===== src/rtl/mem_arb_pkg.sv =====
// Shared types for the unified memory port arbiter: requester ids, FSM states
// and the default address/data widths of the memory macro.
package mem_arb_pkg;

    localparam int DEFAULT_AW = 16;
    localparam int DEFAULT_DW = 16;

    typedef enum logic [1:0] {
        PORT_DATA  = 2'd0,
        PORT_FETCH = 2'd1,
        PORT_HOST  = 2'd2,
        PORT_NONE  = 2'd3
    } port_e;

    typedef enum logic {
        ARB       = 1'b0,
        HOST_LOCK = 1'b1
    } state_e;

endpackage


===== src/rtl/mem_arb_age_ctr.sv =====
// Saturating up-counter with clear priority; used both for host aging and for
// bounding the length of a host lock.
module mem_arb_age_ctr #(
    parameter  int MAX = 8,
    localparam int W   = $clog2(MAX + 1)
) (
    input  logic         clk,
    input  logic         reset,
    input  logic         inc,
    input  logic         clr,
    output logic [W-1:0] cnt,
    output logic         sat
);

    localparam logic [W-1:0] MAX_V = W'(MAX);

    logic [W-1:0] cnt_q;
    logic [W-1:0] cnt_d;

    always_comb begin
        cnt_d = cnt_q;
        if (clr) begin
            cnt_d = '0;
        end else if (inc && (cnt_q != MAX_V)) begin
            cnt_d = cnt_q + W'(1);
        end
    end

    always_ff @(posedge clk or posedge reset) begin
        if (reset) begin
            cnt_q <= '0;
        end else begin
            cnt_q <= cnt_d;
        end
    end

    assign cnt = cnt_q;
    assign sat = (cnt_q == MAX_V);

endmodule


===== src/rtl/mem_port_arbiter.sv =====
// Single-port memory arbiter: data > fetch > host with host aging override and
// an optional bounded host lock for debug bursts.
module mem_port_arbiter
    import mem_arb_pkg::*;
#(
    parameter int AW            = DEFAULT_AW,
    parameter int DW            = DEFAULT_DW,
    parameter int HOST_MAX_WAIT = 8,
    parameter int LOCK_MAX      = 16
) (
    input  logic          clk,
    input  logic          reset,
    input  logic          d_req,
    input  logic          f_req,
    input  logic          h_req,
    input  logic          d_we,
    input  logic          h_we,
    input  logic [AW-1:0] d_addr,
    input  logic [AW-1:0] f_addr,
    input  logic [AW-1:0] h_addr,
    input  logic [DW-1:0] d_wdata,
    input  logic [DW-1:0] h_wdata,
    input  logic          h_lock,
    output logic          d_gnt,
    output logic          f_gnt,
    output logic          h_gnt,
    output logic          d_rvalid,
    output logic          f_rvalid,
    output logic          h_rvalid,
    output logic [DW-1:0] rdata,
    output logic [AW-1:0] mem_addr,
    output logic [DW-1:0] mem_wdata,
    output logic          mem_we,
    input  logic [DW-1:0] mem_rdata
);

    localparam int AGE_W  = $clog2(HOST_MAX_WAIT + 1);
    localparam int LOCK_W = $clog2(LOCK_MAX + 1);

    state_e           state_q;
    state_e           state_d;
    port_e            winner;
    port_e            owner_q;
    port_e            owner_d;
    logic             rd_valid_q;
    logic             rd_valid_d;
    logic [AW-1:0]    addr_q;
    logic [AW-1:0]    addr_d;
    logic [DW-1:0]    wdata_q;
    logic [DW-1:0]    wdata_d;

    logic [AGE_W-1:0] host_age;
    logic [LOCK_W-1:0] lock_cnt;
    logic             host_sat;
    logic             lock_sat;
    logic             age_inc;
    logic             age_clr;
    logic             lock_inc;
    logic             lock_clr;
    logic             in_arb;
    logic             lock_exit;
    logic             unused_cnt;

    assign in_arb    = (state_q == ARB);
    assign lock_exit = (state_q == HOST_LOCK) && (!h_lock || lock_sat);

    // Aging only runs while arbitrating; it is frozen for the whole lock.
    assign age_inc  = in_arb && h_req && !h_gnt;
    assign age_clr  = in_arb && (h_gnt || !h_req);
    assign lock_inc = (in_arb && h_gnt && h_lock) || (!in_arb && !lock_exit);
    assign lock_clr = !in_arb && lock_exit;

    mem_arb_age_ctr #(
        .MAX (HOST_MAX_WAIT)
    ) u_host_age (
        .clk   (clk),
        .reset (reset),
        .inc   (age_inc),
        .clr   (age_clr),
        .cnt   (host_age),
        .sat   (host_sat)
    );

    mem_arb_age_ctr #(
        .MAX (LOCK_MAX)
    ) u_lock_cnt (
        .clk   (clk),
        .reset (reset),
        .inc   (lock_inc),
        .clr   (lock_clr),
        .cnt   (lock_cnt),
        .sat   (lock_sat)
    );

    // Counter values are only observed through their saturation flags.
    assign unused_cnt = ^{host_age, lock_cnt};

    always_ff @(posedge clk or posedge reset) begin
        if (reset) begin
            state_q <= ARB;
        end else begin
            state_q <= state_d;
        end
    end

    always_comb begin
        state_d = state_q;
        case (state_q)
            ARB:       if (h_gnt && h_lock) state_d = HOST_LOCK;
            HOST_LOCK: if (lock_exit) state_d = ARB;
            default:   state_d = ARB;
        endcase
    end

    // The lock exit cycle falls through to normal priority arbitration.
    always_comb begin
        winner    = PORT_NONE;
        mem_addr  = addr_q;
        mem_wdata = wdata_q;
        mem_we    = 1'b0;
        if (reset) begin
            winner = PORT_NONE;
        end else if ((state_q == HOST_LOCK) && !lock_exit) begin
            if (h_req) winner = PORT_HOST;
        end else if (h_req && host_sat) begin
            winner = PORT_HOST;
        end else if (d_req) begin
            winner = PORT_DATA;
        end else if (f_req) begin
            winner = PORT_FETCH;
        end else if (h_req) begin
            winner = PORT_HOST;
        end
        case (winner)
            PORT_DATA: begin
                mem_addr  = d_addr;
                mem_wdata = d_wdata;
                mem_we    = d_we;
            end
            PORT_FETCH: begin
                mem_addr = f_addr;
            end
            PORT_HOST: begin
                mem_addr  = h_addr;
                mem_wdata = h_wdata;
                mem_we    = h_we;
            end
            default: begin
                mem_we = 1'b0;
            end
        endcase
    end

    assign d_gnt = (winner == PORT_DATA);
    assign f_gnt = (winner == PORT_FETCH);
    assign h_gnt = (winner == PORT_HOST);

    always_comb begin
        rd_valid_d = (winner != PORT_NONE) && !mem_we;
        owner_d    = winner;
        addr_d     = mem_addr;
        wdata_d    = mem_wdata;
    end

    always_ff @(posedge clk or posedge reset) begin
        if (reset) begin
            rd_valid_q <= 1'b0;
            owner_q    <= PORT_NONE;
            addr_q     <= '0;
            wdata_q    <= '0;
        end else begin
            rd_valid_q <= rd_valid_d;
            owner_q    <= owner_d;
            addr_q     <= addr_d;
            wdata_q    <= wdata_d;
        end
    end

    assign d_rvalid = rd_valid_q && (owner_q == PORT_DATA);
    assign f_rvalid = rd_valid_q && (owner_q == PORT_FETCH);
    assign h_rvalid = rd_valid_q && (owner_q == PORT_HOST);
    assign rdata    = rd_valid_q ? mem_rdata : '0;

endmodule

===== config.mk =====
export PLATFORM = sky130hd
export DESIGN_NAME = mem_port_arbiter
export DESIGN_NICKNAME = d
export VERILOG_FILES = /design/src/rtl/mem_arb_pkg.sv /design/src/rtl/mem_arb_age_ctr.sv /design/src/rtl/mem_port_arbiter.sv
export SDC_FILE = /design/constraint.sdc
export NUM_CORES = 1
export LEC_CHECK = 0
export CORE_UTILIZATION = 40
export CTS_BUF_LIST = sky130_fd_sc_hd__clkbuf_16
export CTS_CLUSTER_SIZE = 40
export DETAILED_ROUTE_END_ITERATION = 10
export PLACE_DENSITY = 0.86
export REMOVE_ABC_BUFFERS = 1
export SLEW_MARGIN = 0
export SYNTH_ARGS = -nofsm -noshare
export SYNTH_HDL_FRONTEND = slang
export SYNTH_SLANG_ARGS = --single-unit

===== constraint.sdc =====
create_clock -name clk -period 11.05 [get_ports clk]
set_clock_uncertainty 0.15 [all_clocks]
set_input_delay 2.7625 -clock clk [delete_from_list [all_inputs] [get_ports clk]]
set_output_delay 2.7625 -clock clk [all_outputs]
set_load 0.01 [all_outputs]

==> summary.txt, run 1 <==
STA
  • Final setup viols: 0
  • Max Freq: 112 MHz
  • RSZ-0062 raised after global routing: false
  • Setup_tns: 0 ns
  • Period utilization: 80.8%
  • Final count of hold timing violations: 0
  • Shortest period the worst path allows: 8.93 ns
  • Max Slew Vio Count: 0
  • Least-Margin Pin Slew: 1.02 ns
  • Slew HR: 31.9%

Die
  • Die width: 82.5 µm
  • Ports: 159
  • Core footprint: 6100 µm²
  • Starting Density: 42.5%
  • Die height: 82.5 µm
  • FP Rows: 28
  • Die ar.: 6800 µm²

GRT
  • Initial antenna violation count: 0
  • Vias in the first global route: 2458
  • Grt ovf: 0
  • Largest net degree at the start of global routing: 49
  • Global Route Usage Sum: 22.2%
  • First-pass GRT wire length: 11200 µm

Setup path
  • CP endpoint kind: output pin
  • Worst Setup Start Kind: input port
  • CP delay by family, top: buffers and inverters
  • CP Max Fanout: 48
  • Kind of critical path: input port to output pin
  • CP Data Required Time: 8.14 ns
  • Buf/Inv on CP: 4
  • Slowest stage cell, crit path: a32oi_4
  • Crit path DAT: 6.02 ns
  • CP cell instances: clkdlybuf4s50_1 -> inv_2 -> a32oi_4 -> buf_4 -> mux2i_1 -> clkdlybuf4s50_1
  • Max incr delay on CP: 0.90 ns
  • Most common cell on crit path: clkdlybuf4s50_1
  • Reg2reg path depth: 7
  • WP depth: 6

Hold path
  • Tightest Hold Check Type: register to register
  • WHS Path Cells: 2

Power
  • Static leakage: 1.99 nW
  • VDD IR-drop max: 0.0626 mV
  • Cell area power density: 124 nW/µm²

Clocking
  • H-Tree Depth: 2
  • Quantity of hold-fixing buffers added after cts: 0
  • CTS max path bufs: 2
  • CTS resizes: 0
  • Num CTS Buffers: 5
  • CTS Root Cell: clkbuf_16
  • Postcts setup bufs: 0
  • Num Clock Sinks: 45
  • Clock Latency Late Sink: 0.29 ns
  • CTS tree: built
  • Clock-pin slew on the worst setup and hold paths: 0.06 ns

Layout
  • Final nets: 511
  • Sequential cell area: 1130 µm²
  • Final Instance Area: 4330 µm²
  • Commonest non-fill, non-tap cell in the layout: clkdlybuf4s50_1
  • Multi-input gate area: 1320 µm²
  • Area delta synth->final: 67.2%
  • Commonest cells after routing, fill and taps aside: clkdlybuf4s50_1, mux2i_1, dfrtp_1, nand2_1, o21ai_0
  • Ant. Diodes: 0
  • Layout cell share with drive strength beyond 1: 4.95%
  • Fill cells: 489

Synthesis
  • Mapped Area: 2590 µm²
  • Top cells by area, synth: dfrtp_1, mux2i_1, and2_1
  • Mean post-synth cell area: 10.5 µm²
  • Area leader, netlist: dfrtp_1
  • Cells after Synth: 247
  • Synth top area share: 41.5%
  • Sequential element share of the synthesized area: 43.6%
  • Yosys warning total: 0
  • Number of synthesized register bits: 45
  • Yosys cell types: 36

Job
  • Number of max-cap violations: 0

Place
  • Post-place instance area: 4190 µm²
  • I/O Buffers: 158
  • HPWL after DPL: 5690 µm
  • Final RePlAce weighted congestion: 0.825

Status
  • Status: completed

Drt
  • TritonRoute pass-1 iters: 4
  • DRC Markers: 0
  • Antenna Violating Nets Remaining: 0
  • Initial DRC count: 77
  • Via Count: 2417
  • WL final: 7160 µm
  • WL/cell: 14.9 µm
  • Vias/cell: 5.05
==> stage by stage <==
stage          worst slack, ns  power [mW]  cells  hold WS [ns]  utilization [%]
2_1_floorplan             1.15       0.293    235         0.324                -
3_3_place_gp              2.16       0.388    471         0.323             68.7
3_5_place_dp              2.04       0.396    471         0.333             68.7
4_1_cts                   2.04       0.543    479         0.348             71.1
5_1_grt                   1.80       0.569    479         0.375             71.1
6_report                  2.12       0.537    479         0.347             71.1
==> worst reg2reg max path, cell delays in order, from the launching register on <==
cell	delay [ns]
dfrtp_1	0.43
inv_1	0.08
ha_1	0.18
and4bb_1	0.23
o211ai_1	0.15
a32oi_4	0.76
buf_4	0.46
mux2i_1	0.34
==> logic make-up (layout without fill, tap and decap cells) <==
group	Yosys count	count (layout)	share of synthesized area [%]
and+or+nand+nor	68	68	14.0
muxes	65	65	25.1
DFF	45	45	43.6
AOI/OAI and AO/OA	42	42	10.0
buffers and inverters	23	180	5.46
adders and majority gates	4	4	1.93
==> final cells by class <==
type                            instances  share of cell area (%)
Clock buffer                            5                    2.89
Clock inverter                          3                   0.404
Inverter                               11                   0.953
Multi-Input combinational cell        179                    30.5
Sequential cell                        45                    26.1
Tap cell                               75                    2.17
Timing Repair Buffer                  161                    37.0
==> power by group <==
part | switching [mW] | leakage, nW | internal, mW
combinational | 0.0772 | 1.37 | 0.108
sequential | 0.0151 | 0.551 | 0.192
clock | 0.0626 | 0.0696 | 0.0829
total | 0.155 | 1.99 | 0.382
==> sequential cells by signal, summed over array words and instances, names as in the netlist <==
signal,cells
state_q,1
rd_valid_q,1
addr_q,16
owner_q,2
u_lock_cnt.cnt,5
wdata_q,16
u_host_age.cnt,4
==> cell usage after synthesis <==
master,instances
nand4bb_1,1
a21oi_1,5
buf_2,2
o211ai_1,2
o2111ai_1,1
or3_1,1
a32oi_4,1
o21ai_1,6
and2_1,19
and3b_1,1
o21a_1,1
nor2_1,5
a21oi_2,1
o21ai_0,20
and4bb_1,1
nand2_1,26
dfrtp_1,43
nor3b_1,2
or2_2,1
nand2b_1,2
nand3_1,5
buf_4,4
clkbuf_1,1
o22ai_1,1
a31o_2,1
inv_1,10
dfstp_2,2
mux2i_1,65
buf_6,5
inv_2,1
o31ai_1,2
a31oi_1,1
nor2b_1,2
nand3b_2,1
nor3_1,1
ha_1,4
==> worst paths after layout <==
check | start | to | slack, ns
worst min register to register | wdata_q[9] | wdata_q[9] | 0.35
worst min-delay path | wdata_q[9] | wdata_q[9] | 0.35
worst max-delay path | reset | mem_addr[14] | 2.12
max in group asynchronous | reset | addr_q[14] | 7.14
min in group asynchronous | reset | wdata_q[13] | 2.99
worst max register to register | u_lock_cnt.cnt[0] | addr_q[14] | 8.18
==> layer usage <==
layer | up-vias | part of all wire, % | track usage (%)
met1 | 1117 | 37 | 23.8
met5 | - | 0 | 0
li1 | 1173 | - | -
met4 | 0 | 1.9 | 7.72
met3 | 12 | 9.7 | 7.58
met2 | 115 | 52 | 40.4
Note: power is estimated with default switching activity, not from simulation.
==> inputs of run 2 (changes only) <==
--- a/config.mk
+++ b/config.mk
@@ -5,11 +5,11 @@
 export SDC_FILE = /design/constraint.sdc
 export NUM_CORES = 1
 export LEC_CHECK = 0
-export CORE_UTILIZATION = 40
+export CORE_UTILIZATION = 34
 export CTS_BUF_LIST = sky130_fd_sc_hd__clkbuf_16
 export CTS_CLUSTER_SIZE = 40
 export DETAILED_ROUTE_END_ITERATION = 10
-export PLACE_DENSITY = 0.86
+export PLACE_DENSITY = 0.78
 export REMOVE_ABC_BUFFERS = 1
 export SLEW_MARGIN = 0
 export SYNTH_ARGS = -nofsm -noshare
==> constraint.sdc (replaced) <==
create_clock -name clk -period 7.75 [get_ports clk]
set_clock_uncertainty 0.15 [all_clocks]
set_input_delay 1.9375 -clock clk [delete_from_list [all_inputs] [get_ports clk]]
set_output_delay 1.9375 -clock clk [all_outputs]
set_load 0.01 [all_outputs]
==> summary.txt, run 2 (same netlist as run 1, synthesis figures left out) <==
Place
  • I/O Buffers: 158 (unchanged)
  • HPWL after DPL: 5320 µm (-6.6%)
  • Final RePlAce weighted congestion: 0.759 (-8.0%)
  • Placed Cells: 497 (+5.5%)

Clocking
  • CTS max path bufs: 2 (unchanged)
  • Num CTS Buffers: 5 (unchanged)
  • H-Tree Depth: 2 (unchanged)
  • Clock-pin slew on the worst setup and hold paths: 0.06 ns (about the same)
  • CTS tree: built
  • CTS Root Cell: clkbuf_16
  • Num Clock Sinks: 45 (unchanged)
  • Quantity of hold-fixing buffers added after cts: 0 (unchanged)
  • Clock Latency Late Sink: 0.28 ns (about the same)
  • CTS resizes: 0 (unchanged)
  • Postcts setup bufs: 0 (unchanged)

STA
  • Final count of hold timing violations: 0 (unchanged)
  • Final setup viols: 0 (unchanged)
  • Max Slew Vio Count: 0 (unchanged)
  • Slew HR: 59.4% (+27 points)
  • Least-Margin Pin Slew: 0.609 ns (-0.411 ns)
  • Max Freq: 153 MHz
  • Setup_tns: 0 ns (unchanged)
  • Shortest period the worst path allows: 6.55 ns
  • Hold slack final: 0.343 ns (-0.00462 ns)
  • RSZ-0062 raised after global routing: false
  • Period utilization: 84.5%

GRT
  • Global Route Usage Sum: 16.8% (-5.5 points)
  • Largest net degree at the start of global routing: 48 (-2.0%)
  • Vias in the first global route: 2267 (-7.8%)
  • First-pass GRT wire length: 10300 µm (-8.3%)
  • Grt ovf: 0 (unchanged)
  • Initial antenna violation count: 0 (unchanged)

Setup path
  • CP Data Required Time: 5.66 ns (-2.48 ns)
  • Buf/Inv on CP: 4 (unchanged)
  • Kind of critical path: input port to output pin
  • CP cell instances: clkdlybuf4s50_1 -> inv_1 -> o211ai_1 -> buf_4 -> mux2i_1 -> o21ai_0 -> clkdlybuf4s50_1
  • R2r setup slk: 5.42 ns (-2.76 ns)
  • Slowest stage cell, crit path: clkdlybuf4s50_1
  • R2r endpoint: wdata_q[15]
  • Max incr delay on CP: 0.61 ns (-0.29 ns)
  • CP endpoint kind: output pin
  • Most common cell on crit path: clkdlybuf4s50_1
  • Reg2reg start: u_lock_cnt.cnt[0]
  • CP Max Fanout: 33 (-31%)
  • Crit path DAT: 4.46 ns (-1.56 ns)
  • Worst setup path start: h_req
  • Reg2reg path depth: 8 (+1)
  • Worst Setup Start Kind: input port
  • CP delay by family, top: buffers and inverters

Layout
  • Final nets: 513 (+0.39%)
  • Final core occ: 60.0% (-11 points)
  • Area delta synth->final: 68.7%
  • Commonest cells after routing, fill and taps aside: clkdlybuf4s50_1, mux2i_1, dfrtp_1, nand2_1, o21ai_0
  • Commonest non-fill, non-tap cell in the layout: clkdlybuf4s50_1
  • Layout cell share with drive strength beyond 1: 4.93% (-0.024 points)
  • Post-Layout Cell Count: 505 (+5.4%)
  • Ant. Diodes: 0 (unchanged)
  • Fill cells: 636 (+30%)

Power
  • Static leakage: 2.00 nW (+0.43%)
  • Clock power frac: 27.0% (about the same)
  • Combinational share of power: 34.5% (about the same)
  • Cell area power density: 174 nW/µm² (+40%)
  • Switching share of power: 28.4% (-0.40 points)
  • P_sw: 216 µW (+39%)
  • Seq pwr share: 38.6% (about the same)
  • Cell Int Power: 544 µW (+42%)
  • VDD IR-drop max: 0.116 mV (+85%)

Job
  • Number of max-cap violations: 0 (unchanged)

Hold path
  • Hold EP: wdata_q[4]
  • Tightest Hold Check Type: register to register
  • WHS Path Cells: 2 (unchanged)
  • Hold Startpoint: wdata_q[4]

Status
  • Status: completed

Drt
  • TritonRoute pass-1 iters: 4 (unchanged)
  • Vias/cell: 4.71 (-6.6%)
  • WL/cell: 13.6 µm (-9.2%)
  • Via Count: 2379 (-1.6%)
  • DRC Markers: 0 (unchanged)
  • WL final: 6850 µm (-4.2%)
  • Initial DRC count: 112 (+45%)
  • Antenna Violating Nets Remaining: 0 (unchanged)

Die
  • Die height: 89.3 µm (+8.3%)
  • Starting Density: 35.5% (-7.0 points)
  • FP Rows: 31 (+11%)
  • Ports: 159 (unchanged)
  • Core footprint: 7290 µm² (+20%)
  • Die width: 89.3 µm (+8.3%)
  • Die ar.: 7970 µm² (+17%)
==> run 2: cell types whose count changed in the layout (fill, tap and decap cells not counted), sizes merged <==
cell	change
buf	+2
clkinv	+1
clkinvlp	-1
==> run 2: layer usage <==
layer  GRT usage [%]  routed length, µm
met3            3.97                598
met5               0                  0
met1            18.2               2610
met4            5.34                 62
met2            32.0               3580
==> run 2: worst max-delay path by stage <==
stage                          endpoint  cells past startpoint
after floorplan           mem_wdata[10]                      4
after global placement    mem_wdata[15]                      8
after detailed placement  mem_wdata[15]                      8
after CTS                 mem_wdata[15]                      8
after global routing      mem_wdata[15]                      7
final                     mem_wdata[15]                      7
==> run 2: stage by stage <==
stage               instance area (µm²)  power, mW  setup WS, ns
floorplan                          2490      0.417        -0.497
global placement                   4230      0.554          1.28
detailed placement                 4230      0.563          1.19
CTS                                4370      0.771          1.18
global route                       4370      0.804          1.04
finish                             4370      0.760          1.20
==> run 2: final cells by class <==
cell class / instances / area, µm² / share of cell area, %
Tap cell: 99 / 124 / 2.83
Multi-Input combinational cell: 179 / 1320 / 30.2
Sequential cell: 45 / 1130 / 25.8
Timing Repair Buffer: 163 / 1620 / 37.0
Clock inverter: 3 / 12.5 / 0.286
Inverter: 11 / 41.3 / 0.944
Clock buffer: 5 / 125 / 2.86
==> run 2: power by group through the flow <==
stage,Clock [mW],Sequential (mW),Combinational (mW)
2_1_floorplan,0,0.292,0.125
3_3_place_gp,0,0.296,0.259
3_5_place_dp,0,0.298,0.265
4_1_cts,0.211,0.294,0.266
5_1_grt,0.219,0.299,0.286
6_report,0.205,0.293,0.262
==> run 2: worst reg2reg max path: cells and delay by family (launching register included) <==
family | cells | cell delay, ns
AOI/OAI and AO/OA | 3 | 0.70
DFF | 1 | 0.42
buffers and inverters | 2 | 0.40
muxes | 1 | 0.19
adders and majority gates | 1 | 0.17
and+or+nand+nor | 1 | 0.17
==> inputs of run 3 (changes only) <==
==> constraint.sdc (replaced) <==
create_clock -name clk -period 5.5 [get_ports clk]
set_clock_uncertainty 0.15 [all_clocks]
set_input_delay 1.375 -clock clk [delete_from_list [all_inputs] [get_ports clk]]
set_output_delay 1.375 -clock clk [all_outputs]
set_load 0.01 [all_outputs]
==> summary.txt, run 3 (same netlist as run 1, synthesis figures left out) <==
Clocking
  • Postcts setup bufs: 0 (unchanged)
  • Quantity of hold-fixing buffers added after cts: 0 (unchanged)
  • Num Clock Sinks: 45 (unchanged)
  • CTS tree: built
  • Num CTS Buffers: 5 (unchanged)
  • H-Tree Depth: 2 (unchanged)
  • Clock Latency Late Sink: 0.27 ns (about the same)
  • CTS Root Cell: clkbuf_16
  • Clock-pin slew on the worst setup and hold paths: 0.06 ns (about the same)
  • CTS resizes: 0 (unchanged)
  • CTS max path bufs: 2 (unchanged)

Power
  • Pwr Total: 1.07 mW (+41%)
  • VDD IR-drop max: 0.155 mV (+34%)
  • Static leakage: 2.01 nW (+0.51%)
  • Cell area power density: 243 nW/µm² (+40%)

Drt
  • Via Count: 2401 (+0.92%)
  • Antenna Violating Nets Remaining: 0 (unchanged)
  • WL final: 7050 µm (+2.8%)
  • TritonRoute pass-1 iters: 4 (unchanged)
  • Initial DRC count: 97 (-13%)
  • Vias/cell: 4.75 (+0.92%)
  • DRC Markers: 0 (unchanged)
  • WL/cell: 14.0 µm (+2.8%)
  • Met2 WL: 3740 µm (+4.6%)
  • Top layer reached by signal wires: met4
  • DR WL met3: 676 µm (+13%)
  • Met1 wire length: 2540 µm (-2.9%)

Setup path
  • Kind of critical path: input port to output pin
  • Worst Setup Start Kind: input port
  • Worst setup path start: h_lock
  • Most common cell on crit path: clkdlybuf4s50_1
  • CP Data Required Time: 3.97 ns (-1.69 ns)
  • Reg2reg path depth: 7 (-1)
  • WP depth: 8 (+1)
  • CP endpoint kind: output pin
  • Crit path DAT: 3.80 ns (-0.66 ns)
  • CP cell instances: clkdlybuf4s50_1 -> and2_1 -> a21oi_2 -> o211ai_1 -> buf_4 -> mux2i_1 -> o21ai_0 -> clkdlybuf4s50_1
  • Buf/Inv on CP: 3 (-1)
  • R2r setup slk: 3.23 ns (-2.19 ns)
  • Reg2reg start: u_host_age.cnt[0]
  • Slowest stage cell, crit path: clkdlybuf4s50_1
  • CP Max Fanout: 21 (-36%)
  • Max incr delay on CP: 0.58 ns (-0.03 ns)
  • CP delay by family, top: buffers and inverters

Hold path
  • Hold Startpoint: wdata_q[14]
  • Tightest Hold Check Type: register to register
  • WHS Path Cells: 2 (unchanged)

Layout
  • Area delta synth->final: 69.7%
  • Layout cell share with drive strength beyond 1: 4.93% (unchanged)
  • Commonest cells after routing, fill and taps aside: clkdlybuf4s50_1, mux2i_1, dfrtp_1, nand2_1, o21ai_0
  • Sequential cell area: 1130 µm² (unchanged)
  • Multi-input gate area: 1320 µm² (unchanged)
  • Final nets: 513 (unchanged)
  • Final Instance Area: 4400 µm² (+0.57%)
  • Ant. Diodes: 0 (unchanged)
  • Final core occ: 60.3% (+0.34 points)
  • Commonest non-fill, non-tap cell in the layout: clkdlybuf4s50_1
  • Fill cells: 660 (+3.8%)

STA
  • RSZ-0062 raised after global routing: false
  • Max Freq: 188 MHz
  • Period utilization: 96.7%
  • Post-route setup slack: 0.179 ns (-1.03 ns)
  • Least-Margin Pin Slew: 0.603 ns (-0.00559 ns)
  • Shortest period the worst path allows: 5.32 ns
  • Final setup viols: 0 (unchanged)
  • Slew HR: 59.8% (+0.37 points)
  • Hold slack final: 0.337 ns (-0.00558 ns)
  • Final count of hold timing violations: 0 (unchanged)
  • Max Slew Vio Count: 0 (unchanged)

Place
  • HPWL after DPL: 5640 µm (+6.1%)
  • Final RePlAce weighted congestion: 0.793 (+4.6%)
  • Post-place instance area: 4260 µm² (+0.59%)
  • I/O Buffers: 158 (unchanged)
  • Pre-CTS WS: 0.172 ns (-1.01 ns)

GRT
  • Grt ovf: 0 (unchanged)
  • Vias in the first global route: 2339 (+3.2%)
  • First-pass GRT wire length: 10800 µm (+5.0%)
  • Initial antenna violation count: 0 (unchanged)
  • Largest net degree at the start of global routing: 48 (unchanged)
  • Global Route Usage Sum: 17.3% (+0.55 points)

Die
  • Die width: 89.3 µm (unchanged)
  • Ports: 159 (unchanged)
  • Core footprint: 7290 µm² (unchanged)
  • Die height: 89.3 µm (unchanged)
  • Die ar.: 7970 µm² (unchanged)
  • Starting Density: 35.5% (unchanged)
  • FP Rows: 31 (unchanged)

Job
  • Number of max-cap violations: 0 (unchanged)

Status
  • Status: completed
-- run 3: changes by cell type in the layout (fill, tap and decap cells not counted) --
cell,previous run,this run
buf_12,0,2
buf_4,5,3
-- run 3: routing by layer --
layer / vias to the layer above / track usage (%)
met5: - / 0
met2: 109 / 32.6
li1: 1178 / -
met3: 6 / 4.99
met1: 1108 / 19.0
met4: 0 / 4.33
-- run 3: per-stage QoR --
stage | TNS, ns | std cells
finish | 0 | 505
detailed placement | 0 | 497
global route | 0 | 505
CTS | 0 | 505
global placement | 0 | 497
floorplan | -67.25 | 235
-- run 3: tightest hold or removal path, delay by kind of cell, from the launching register on --
family          cells  cell delay, ns
compound gates      1            0.08
simple gates        1            0.04
flops               1            0.32
-- run 3: where the power goes --
part	internal [mW]	switching, mW
registers	0.385	0.0279
clock network	0.164	0.118
logic	0.220	0.153
-- run 3: area by class of cell --
cell class / count / share of cell area (%)
clock buffer: 5 / 2.85
inverter: 11 / 0.939
multi-input combinational: 179 / 30.1
timing repair buffer: 163 / 37.4
tap: 99 / 2.82
sequential: 45 / 25.7
clock inverter: 3 / 0.285
-- run 3: worst paths after layout --
kind,endpoint
setup / recovery,mem_wdata[13]
hold / removal,wdata_q[14]
min in group asynchronous,wdata_q[7]
setup reg to reg,addr_q[12]
hold reg to reg,wdata_q[14]
max in group asynchronous,u_lock_cnt.cnt[4]
==> RTL edit, RTL diff (config.mk and constraints of run 3) <==
Take the reset off `addr_q` and `wdata_q` and load them in a clocked block of their own.
--- a/src/rtl/mem_port_arbiter.sv
+++ b/src/rtl/mem_port_arbiter.sv
@@ -168,4 +168,2 @@
             owner_q    <= PORT_NONE;
-            addr_q     <= '0;
-            wdata_q    <= '0;
         end else begin
@@ -173,5 +171,8 @@
             owner_q    <= owner_d;
-            addr_q     <= addr_d;
-            wdata_q    <= wdata_d;
         end
+    end
+
+    always_ff @(posedge clk) begin
+        addr_q  <= addr_d;
+        wdata_q <= wdata_d;
     end
Function: differs if reset is asserted again (counterexample within 4 cycles, from zero or initial values and one cycle with reset high); with reset held inactive, the same outputs for 10 cycles.
==> RTL edit against run 3 <==
Final area fell by 4.5%; count of clock-buffer cells in the layout did not move; power barely moved; worst setup slack improved by 140 ps; sequential cell count did not move; routed wire length fell by 3.7%; synthesized area fell by 6.8%.
==> RTL edit: results (changes against run 3) <==
Routing
  – Routed met2 length: 3448 microns (-7.9%)
  – Met3 WL post-DR: 741 microns (+9.6%)
  – Routed vias: 2396 (-0.21%)
  – Top Layer Used: met4
  – DR vias/cell: 4.698 (-1.2%)
  – Drt initial violations: 88 (-9.3%)
  – DRT met1 WL: 2569 microns (+1.3%)
  – DR WL/cell: 13.31 microns (-4.6%)

Pwr
  – Psw: 296.3 uW (-0.83%)
  – Leak: 1.787 nW (-11%)
  – VDD IR-drop max: 0.0001353 V (-13%)

Critical path
  – Critical path endpoint: mem_addr[14]
  – Worst-path maximum fanout: 14 (-33%)
  – Data arrival, critical path: 3650 ps (-150 ps)
  – Reg2Reg Depth: 8 (+1)
  – FF-to-FF setup slack: 3170 ps (-60 ps)

Synth
  – FFs w/ async S/R, synth: 0.2889 (-0.7111)
  – Avg Inst Size Synth: 9.360 sq um (-11%)
  – Main synth FF type: dfxtp_1
  – Top cells by count, synth: mux2i_1 (48), nand2_1 (36), dfxtp_1 (32), nor2_1 (22), a31oi_1 (19)
  – Synth top area cells: dfxtp_1 (27%), mux2i_1 (20%), dfrtp_1 (11%)
  – Post-synthesis sequential area ratio: 0.4010 (-0.03450)

Placed design
  – Cells after DPL: 502 (+1.0%)
  – GP Congestion: 0.7873 (-0.77%)
  – Placed Instance Area: 4060 sq um (-4.7%)

Global route
  – Largest net degree at the start of global routing: 53 (+10%)
  – GRT Overall Usage: 0.1874 (+0.01430)
  – Global-route wire length before repair: 11040 microns (+2.4%)

Status
  – Status: complete, no violations

Cells and area
  – Fill cell total of the finished layout: 621 (-5.9%)
  – Share of layout cells above drive strength 1: 0.05072 (+0.001464)

STA
  – Fin crit share: 0.9413 (-0.02611)
[RTL edit: layer usage]
| metal | global-route usage | vias up |
|---|---|---|
| li1 | - | 1204 |
| met1 | 0.2058 | 1081 |
| met2 | 0.3434 | 109 |
| met3 | 0.07143 | 2 |
| met4 | 0.03788 | 0 |
| met5 | 0 | - |
[RTL edit: how the worst min path moves through the flow]
stage / startpoint / to / slack, ps / cells past startpoint
floorplan: u_lock_cnt.cnt[3] / u_lock_cnt.cnt[3] / 310 / 1
global placement: wdata_q[3] / wdata_q[3] / 320 / 2
detailed placement: wdata_q[3] / wdata_q[3] / 330 / 2
CTS: wdata_q[13] / wdata_q[13] / 340 / 2
global route: wdata_q[9] / wdata_q[9] / 370 / 2
finish: wdata_q[13] / wdata_q[13] / 340 / 2
[RTL edit: power groups by stage]
stage,combinational [mW],clock (mW),sequential [mW]
6_report,0.370,0.286,0.411
4_1_cts,0.374,0.297,0.412
3_3_place_gp,0.364,0,0.415
5_1_grt,0.403,0.309,0.418
3_5_place_dp,0.371,0,0.419
2_1_floorplan,0.163,0,0.410
[RTL edit: cells by family (layout without fill, tap and decap cells)]
kind of cell / Yosys count / count (layout) / synth area share
simple gates: 92 / 92 / 0.1865
flops: 45 / 45 / 0.4010
mux: 49 / 49 / 0.2036
fa+ha+maj: 4 / 4 / 0.02073
buf+inv: 25 / 181 / 0.06632
compound gates: 43 / 43 / 0.1218
[RTL edit: final cells by class]
cell class              instances  area share
clock buffers                   5     0.02980
clock inverters                 3    0.003278
inverters                      11     0.01162
multi-input cells             188      0.3093
flip-flops and latches         45      0.2306
well taps                      96     0.02861
repair buffers                162      0.3868
